**config.mk**
```make
export PLATFORM = sky130hd
export DESIGN_NAME = imem_byte_loader
export DESIGN_NICKNAME = d
export VERILOG_FILES = /design/src/rtl/imem_byte_loader.sv
export SDC_FILE = /design/constraint.sdc
export NUM_CORES = 1
export LEC_CHECK = 0
export CAP_MARGIN = 20
export CORE_ASPECT_RATIO = 2
export CORE_MARGIN = 2
export CORE_UTILIZATION = 40
export DETAILED_ROUTE_END_ITERATION = 10
export GPL_ROUTABILITY_DRIVEN = 0
export GPL_TIMING_DRIVEN = 0
export PLACE_DENSITY = 0.63
export RECOVER_POWER = 50
export SLEW_MARGIN = 30
export SYNTH_ARGS = -nofsm -noshare
export SYNTH_HDL_FRONTEND = slang
export SYNTH_SLANG_ARGS = --single-unit
export TNS_END_PERCENT = 20
```
**constraint.sdc**
```tcl
create_clock -name clk -period 3.1 [get_ports clk]
set_input_delay 0.775 -clock clk [delete_from_list [all_inputs] [get_ports clk]]
set_output_delay 0.775 -clock clk [all_outputs]
set_load 0.1 [all_outputs]
```
**src/rtl/imem_byte_loader.sv**
```systemverilog
// Byte-stream instruction-memory loader: packs little-endian bytes into 32-bit
// words, drives the imem write port, and holds the core in reset until loaded.
module imem_byte_loader #(
    parameter int ADDR_WIDTH = 8
) (
    input  logic                  clk,
    input  logic                  reset,
    input  logic                  start,
    input  logic                  byte_valid,
    input  logic [7:0]            byte_data,
    input  logic                  byte_last,
    output logic                  byte_ready,
    output logic                  imem_we,
    output logic [ADDR_WIDTH-1:0] imem_waddr,
    output logic [31:0]           imem_wdata,
    output logic                  busy,
    output logic                  done,
    output logic                  overflow,
    output logic [ADDR_WIDTH:0]   word_count,
    output logic                  core_hold
);

    localparam logic [1:0] S_IDLE = 2'd0;
    localparam logic [1:0] S_LOAD = 2'd1;
    localparam logic [1:0] S_DONE = 2'd2;

    logic [1:0]  state;
    logic [1:0]  byte_idx;
    logic [31:0] asm_word;
    logic [31:0] next_word;
    logic        word_end;
    logic        full;

    assign byte_ready = (state == S_LOAD);
    assign word_end   = (byte_idx == 2'd3) || byte_last;
    // word_count only reaches its MSB at exactly DEPTH, so the MSB means "memory full"
    assign full       = word_count[ADDR_WIDTH];

    always_comb begin
        next_word = asm_word;
        case (byte_idx)
            2'd0:    next_word[7:0]   = byte_data;
            2'd1:    next_word[15:8]  = byte_data;
            2'd2:    next_word[23:16] = byte_data;
            default: next_word[31:24] = byte_data;
        endcase
    end

    always_ff @(posedge clk or posedge reset) begin
        if (reset) begin
            state      <= S_IDLE;
            byte_idx   <= 2'd0;
            asm_word   <= 32'd0;
            imem_we    <= 1'b0;
            imem_waddr <= '0;
            imem_wdata <= 32'd0;
            busy       <= 1'b0;
            done       <= 1'b0;
            overflow   <= 1'b0;
            word_count <= '0;
            core_hold  <= 1'b1;
        end else begin
            imem_we <= 1'b0;
            case (state)
                S_IDLE, S_DONE: begin
                    if (start) begin
                        state      <= S_LOAD;
                        byte_idx   <= 2'd0;
                        asm_word   <= 32'd0;
                        word_count <= '0;
                        overflow   <= 1'b0;
                        done       <= 1'b0;
                        busy       <= 1'b1;
                        core_hold  <= 1'b1;
                    end
                end
                S_LOAD: begin
                    if (byte_valid) begin
                        if (word_end) begin
                            // Clearing the assembly register leaves unfilled lanes of a short word at zero
                            asm_word <= 32'd0;
                            byte_idx <= 2'd0;
                            if (!full) begin
                                imem_we    <= 1'b1;
                                imem_waddr <= word_count[ADDR_WIDTH-1:0];
                                imem_wdata <= next_word;
                                word_count <= word_count + 1'b1;
                            end else begin
                                overflow <= 1'b1;
                            end
                        end else begin
                            asm_word <= next_word;
                            byte_idx <= byte_idx + 2'd1;
                        end
                        if (byte_last) begin
                            state     <= S_DONE;
                            busy      <= 1'b0;
                            done      <= 1'b1;
                            core_hold <= 1'b0;
                        end
                    end
                end
                default: state <= S_IDLE;
            endcase
        end
    end

endmodule

```
Word-level counts from Yosys, hierarchy flattened
Index checks and enable logic that the tools add are counted.

Bits in registers: 90. Input bits: 13. Output and inout bits: 55. Word-level logic and storage cells: 76.

$add $sub $neg: 2. Equality and inequality tests: 11. Multiplexer cells: 37. Bitwise operators: 1. Reductions and logical operators: 13.

Operator list (number): two-way mux 32 bit (3); one-hot mux 32 bit (2 select lines) (1); two-way mux 9 bit (4); two-way mux 8 bit (4); one-hot mux 9 bit (2 select lines) (1); two-way mux 1 bit (13); two-way mux 2 bit (6); AND reduction 4 bit (3); AND reduction 5 bit (2); adder 9 x 1 -> 9 bit, second input constant (1); inequality test 2 bit, second input constant (4); one-hot mux 2 bit (2 select lines) (2); equality test 2 bit, second input constant (3); one-hot mux 1 bit (2 select lines) (3); AND reduction 3 bit (2); equality test 2 x 1 -> 1 bit, second input constant (2); logical NOT 2 bit (2); inequality test 2 x 1 -> 1 bit, second input constant (2); OR reduction 3 bit (1); adder 2 x 1 -> 2 bit, second input constant (1); nonzero test 2 bit (1); OR reduction 2 bit (1); logical OR 1 bit (1); inverter 1 bit (1).

Logic depth before layout (Yosys ltp)
Gate-level depths: netlist of run 1.

Word-level depth: 6. Gate-level depth with buffers: 8. Gate-level depth less buffers: 6.

Worst setup path before layout of run 1
Ideal clock, no wire load.

Kind: reg2reg. Start: reg word_count[0]. End: reg word_count[6]. Library setup time: 0.126 ns. Arrival: 2.080 ns. Data required time: 2.974 ns. Slack: 0.894 ns. Stages on the path, launching flop included: 5. Path buffers: 0. Period minus slack after synthesis: 2.206 ns. Path through: dfrtp_1 -> ha_1 -> nand3_1 -> o311a_1 -> a221o_1.

Cells in the longest elaborated chain, start to end: 5.

RTL lines: start: declaration (RTL line 19) `output logic [ADDR_WIDTH:0] word_count,`; start signal: assignment (RTL line 87) `word_count <= word_count + 1'b1;`; adder 9 x 1 -> 9 bit (RTL line 87); two-way mux 9 bit (RTL line 83) `if (!full) begin`; two-way mux 9 bit (RTL line 79) `if (word_end) begin`; two-way mux 9 bit (RTL line 78) `if (byte_valid) begin`; one-hot mux 9 bit (2 select lines) (RTL line 64) `case (state)`.

No other way between the ends. The select of a mux whose other input is x is not followed. A chain may end at the register's enable or synchronous reset.

Worst setup path in the final report of run 1
Start: reg word_count[8]. End: out word_count[8].

No word-level cell between the ends.

==> results_dict.tcl, run 1 <==
set metrics [dict create \
    status "completed" \
    ys_top_cells_by_area "dfrtp_1 59%, mux2i_1 8.7%, nand2_1 7.9%" \
    drtAntennaViolNets 0 \
    cts_hold_buf 0 \
    critPathCaptureType "output port" \
    synthCells 360 \
    path_cells "clkdlybuf4s50_1" \
    grtUsageMet2_pct 33.1 \
    die_x_um 73.0 \
    critical_path_class "flop to output port" \
    io_pins 68 \
    grtUsageMet1_pct 23.2 \
    busiest_layer "met2" \
    grt_overflow 0 \
    period_minus_slack_ns 2.81 \
    diodes 0 \
    antenna_found_initial 0 \
    cp_top_family "buffers and inverters" \
    synth_top_area_share_pct 58.5 \
    drive_gt1_share_pct 6.05 \
    initial_utilization_pct 40.8 \
    area_delta_synth_final_pct 30.4 \
    totalWireLength_um 9130 \
    setup_viol 0 \
    cts_setup_buffers 0 \
    clk_pin_slew_ns 0.06 \
    synth_edf_count 0 \
    ys_warn_count 0 \
    core_area_um2 9320 \
    p_clk_share_pct 21.2 \
    ys_ff_latch 90 \
    max_freq_ghz 0.356 \
    dr.pass1.iters 7 \
    num_rows 50 \
    cts.path.max_buffers 2 \
    synth_top_area_cell "dfrtp_1" \
    clock_skew_ns 0.00622 \
    p_comb_share_pct 49.1 \
    cp-startpoint "word_count[8]" \
    clock-sinks 90 \
    internal_power_mw 2.78 \
    worstSkewPairLatency_ns 0.34 \
    holdCritPathClass "flop to flop" \
    hpwlAfterDp_um 6700 \
    async_reset_ff_share_pct 100 \
    rsz0062_at_grt "no" \
    period_share_pct 90.6 \
    num_vias 2915 \
    critical_path.slowest_cell "clkdlybuf4s50_1" \
    io_buffers 67 \
    powerDensity_nw_per_um2 1110 \
    finalSetupTns_ns 0 \
    avgRoutedWirePerCell_um 16.6 \
    synth_ff_type "dfrtp_1" \
    worstPathArrival_ns 2.03 \
    synth_most_common_cell "dfrtp_1" \
    h-tree-depth 3 \
    slew_viol_final 0 \
    die_h_um 142 \
    grt_pass1_wl_um 15000 \
    layoutNonFillerInstCount 550 \
    reg2reg_slack_ns 0.76 \
    final_nets 459 \
    viasPerCell 5.30 \
    critical_path.max_stage_delay_ns 1.19 \
    drc_errors 0 \
    drt_iter0_markers 172 \
    synthTopCellsByCount "89 x dfrtp_1, 80 x nand2_1, 43 x o21ai_1, 33 x mux2i_1, 16 x a22o_1" \
    synthesis.area_um2 3810 \
    power.switching_mw 2.72 \
    met3_usage_pct 3.68 \
    peakVddDrop_mv 0.767 \
    hold_start "core_hold" \
    grt_use_total_pct 19.1 \
    avgSynthCellArea_um2 10.6 \
    place_inst 534 \
    grt_start_max_net_pins 30 \
    cts_root_buffer "clkbuf_16" \
    worst_setup_path_start_kind "flop" \
    crit_fanout 7 \
    p_seq_share_pct 29.7 \
    path_buf_inv 1 \
    synth_cell_types 36 \
    drv_cap 0 \
    p_sw_share_pct 49.4 \
    die_area_um2 10400 \
    cts_buffers 9 \
    tightest_slew_ns 1.06 \
    rr_startpoint "byte_idx[0]" \
    synth_nets 378 \
    p_leak_nw 2.21 \
    slew_headroom_pct 28.9 \
    grt_pass1_vias 2846 \
    tritoncts "yes" \
    finalHoldViolCount 0 \
    synth-seq-area-share_pct 59.2 \
    crit_required_ns 2.32 \
]
-- worst reg2reg max path: stages, from the launching register on --
cell,delay [ns]
dfrtp_1,0.41
ha_1,0.22
o21ai_0,0.38
or3_1,0.16
buf_2,0.16
buf_2,0.26
buf_1,0.45
nand2_1,0.10
o21ai_1,0.10
-- state kept, by name (all words and copies together), names as in the netlist --
register,cells
state,2
word_count,9
imem_waddr,8
overflow,1
busy,1
imem_wdata,32
byte_idx,2
asm_word,32
core_hold,1
done,1
imem_we,1
-- area by class of cell --
type | count | area (µm²)
clock buffer | 9 | 225
multi-input combinational | 241 | 1440
timing repair buffer | 70 | 707
buffer | 22 | 87.6
clock inverter | 7 | 93.8
inverter | 7 | 27.5
sequential | 90 | 2250
fill | 836 | 4360
tap | 104 | 130
-- stage by stage --
step                instance area (µm²)  hold slack (ns)  total power, mW  utilization, %  setup WS, ns
CTS                                5000            0.482             5.55            53.6         0.268
finish                             4960            0.477             5.49            53.2         0.291
global route                       4960            0.498             5.73            53.2         0.169
global placement                   4610            0.453             4.34            49.5         0.237
floorplan                          3810            0.453             3.72               -         0.894
detailed placement                 4680            0.470             4.39            50.2         0.228
-- routing by layer --
metal	vias to the layer above	share of wire, %	wire [µm]
met3	12	3.5	317
met2	58	55	5010
met4	0	1.6	148
met1	1438	40	3660
met5	-	0	0
li1	1407	-	-
-- cells in the final DEF (no fill, tap or decap), types with 3 or more instances in the layout --
cell / n
o21ai_0: 7
a21oi_1: 11
nor3_1: 4
nand2b_1: 3
buf_1: 8
and3_1: 3
clkdlybuf4s50_1: 63
buf_2: 4
mux2i_1: 33
dlygate4sd3_1: 3
a22o_1: 16
and2_0: 8
nand3_1: 12
o21ai_1: 39
clkbuf_16: 9
clkbuf_1: 10
ha_1: 5
dfrtp_1: 89
nand2_1: 80
inv_1: 5
-- power groups by stage --
stage               registers (mW)  clock network, mW  logic [mW]
floorplan                     3.04                  0       0.678
global placement              1.64                  0        2.70
detailed placement            1.66                  0        2.73
CTS                           1.64               1.19        2.73
global route                  1.67               1.24        2.83
finish                        1.63               1.16        2.70
-- what timing repair did --
item	in CTS	in global routing
gates resized for setup	1	0
endpoints found under the setup margin	1	0
hold endpoints to repair	0	0
-- logic make-up after synthesis --
logic type | count (synthesis) | synth area share [%]
AO/OA/AOI/OAI | 80 | 12.8
XOR/XNOR | 1 | 0.230
adder cells (fa/ha/maj) | 5 | 1.64
buffers and inverters | 29 | 3.02
flip-flops | 90 | 59.2
multiplexers | 34 | 8.97
AND/OR/NAND/NOR | 121 | 14.1
-- worst paths after layout --
path,to,cells after the start
min in group asynchronous,imem_wdata[3],2
max in group asynchronous,state[1],4
max,word_count[8],1
min,core_hold,2
min reg2reg,core_hold,2
max reg2reg,imem_wdata[19],8
Power figures use the tool's default switching activity.
==> run 2, diff against run 1 <==
CORE_UTILIZATION = 39   (was 40)
PLACE_DENSITY = 0.62   (was 0.63)
==> results_dict.tcl, run 2 (synthesis results as in run 1) <==
set metrics [dict create \
    status "completed" \
    worstSkewPairLatency_ns 0.34 \
    grt_overflow 0 \
    antenna_found_initial 0 \
    clk_pin_slew_ns 0.06 \
    drc_errors 0 \
    mostFrequentLayoutCells "89 x dfrtp_1, 80 x nand2_1, 63 x clkdlybuf4s50_1" \
    critical_path.slowest_cell "clkdlybuf4s50_1" \
    grt_pass1_wl_um 15300 \
    crit_end "word_count[0]" \
    grt_use_total_pct 19.1 \
    crit_fanout 6 \
    worstPathArrival_ns 2.03 \
    cts_hold_buf 0 \
    r2r_cells 5 \
    holdCritPathClass "flop to flop" \
    peakVddDrop_mv 0.689 \
    h-tree-depth 3 \
    clock-sinks 90 \
    viasPerCell 5.07 \
    period_minus_slack_ns 2.81 \
    critPathCaptureType "output port" \
    rr_startpoint "byte_idx[0]" \
    die_h_um 144 \
    grt_start_max_net_pins 23 \
    initial_utilization_pct 39.5 \
    core_area_um2 9640 \
    dpl_cell_area_um2 4750 \
    cts_buffers 9 \
    cp_top_family "buffers and inverters" \
    num_rows 51 \
    drv_cap 0 \
    worst_setup_path_start_kind "flop" \
    clock_skew_ns 0.00728 \
    period_share_pct 90.5 \
    num_vias 2934 \
    reg2reg_slack_ns 0.77 \
    r2r-end "asm_word[5]" \
    tritoncts "yes" \
    crit_cells 1 \
    design_area_um2 4990 \
    crit_required_ns 2.32 \
    max_freq_ghz 0.356 \
    cp-startpoint "word_count[0]" \
    critical_path_class "flop to output port" \
    tightest_slew_ns 1.11 \
    diodes 0 \
    io_pins 68 \
    io_buffers 67 \
    rsz0062_at_grt "no" \
    finalHoldViolCount 0 \
    critical_path.max_stage_delay_ns 1.20 \
    drt_iter0_markers 259 \
    n_fill_cell 885 \
    setup_viol 0 \
    path_buf_inv 1 \
    p_leak_nw 2.20 \
    dr.pass1.iters 4 \
    grt_pass1_vias 2945 \
    die_x_um 73.9 \
    largest_registers "asm_word: 32 flops, imem_wdata: 32 flops, word_count: 9 flops" \
    drtAntennaViolNets 0 \
    totalWireLength_um 9290 \
    slew_headroom_pct 24.9 \
    place_inst 563 \
    avgRoutedWirePerCell_um 16.0 \
    drive_gt1_share_pct 5.59 \
    cts_root_buffer "clkbuf_16" \
    die_area_um2 10600 \
    slew_viol_final 0 \
    layoutNonFillerInstCount 579 \
    path_cells "clkdlybuf4s50_1" \
    cts.path.max_buffers 2 \
    hpwlAfterDp_um 6850 \
    finalSetupTns_ns 0 \
    area_delta_synth_final_pct 31.2 \
    cts_setup_buffers 0 \
    final_nets 460 \
    layout_commonest_cell "dfrtp_1" \
    powerDensity_nw_per_um2 1070 \
]
[run 2: changes by cell type in the layout (fill, tap and decap cells not counted), moves of 2 or more]
cell / before / now
and2_1: 1 / 3
clkbuf_1: 10 / 14
buf_16: 0 / 3
and2_0: 8 / 6
bufinv_16: 2 / 0
[run 2: metrics by stage]
step                total power, mW  util, %  setup slack [ns]  hold slack, ns
floorplan                      3.72        -             0.894           0.453
global placement               4.34     48.2             0.274           0.450
detailed placement             4.40     49.3             0.273           0.452
CTS                            5.39     52.0             0.282           0.463
global route                   5.59     51.8             0.230           0.478
finish                         5.34     51.8             0.294           0.460
[run 2: per-layer routing]
metal / global-route usage (%) / up-vias / part of all wire, %
li1: - / 1396 / -
met1: 23.2 / 1474 / 41
met2: 32.9 / 53 / 55
met3: 3.86 / 11 / 2.9
met4: 6.79 / 0 / 1.6
met5: 0 / - / 0
[run 2: layout make-up]
class	count	area (µm²)	area share, %
well taps	132	165	3.31
clock buffers	14	254	5.09
inverters	7	27.5	0.551
clock inverters	2	12.5	0.251
repair buffers	71	757	15.2
plain buffers	22	87.6	1.75
multi-input cells	241	1440	28.8
flip-flops and latches	90	2250	45.1
[run 2: worst min-delay path by stage]
stage                            start           end  slack [ns]  cells after the start
after global routing         core_hold     core_hold        0.48                      2
after floorplan           asm_word[24]  asm_word[24]        0.45                      1
final                        core_hold     core_hold        0.46                      2
after global placement       core_hold     core_hold        0.45                      2
after detailed placement     core_hold     core_hold        0.45                      2
after CTS                    core_hold     core_hold        0.46                      2
[run 2: report_power, final]
part | internal, mW | total (mW) | switching (mW)
combinational | 0.628 | 2.71 | 2.08
sequential | 1.45 | 1.64 | 0.184
clock | 0.565 | 0.995 | 0.430
[run 2: what timing repair did]
item | 4_1_cts | 5_1_grt
endpoints found under the hold margin | 0 | 0
resized for setup | 1 | 0
setup endpoints to repair | 1 | 0
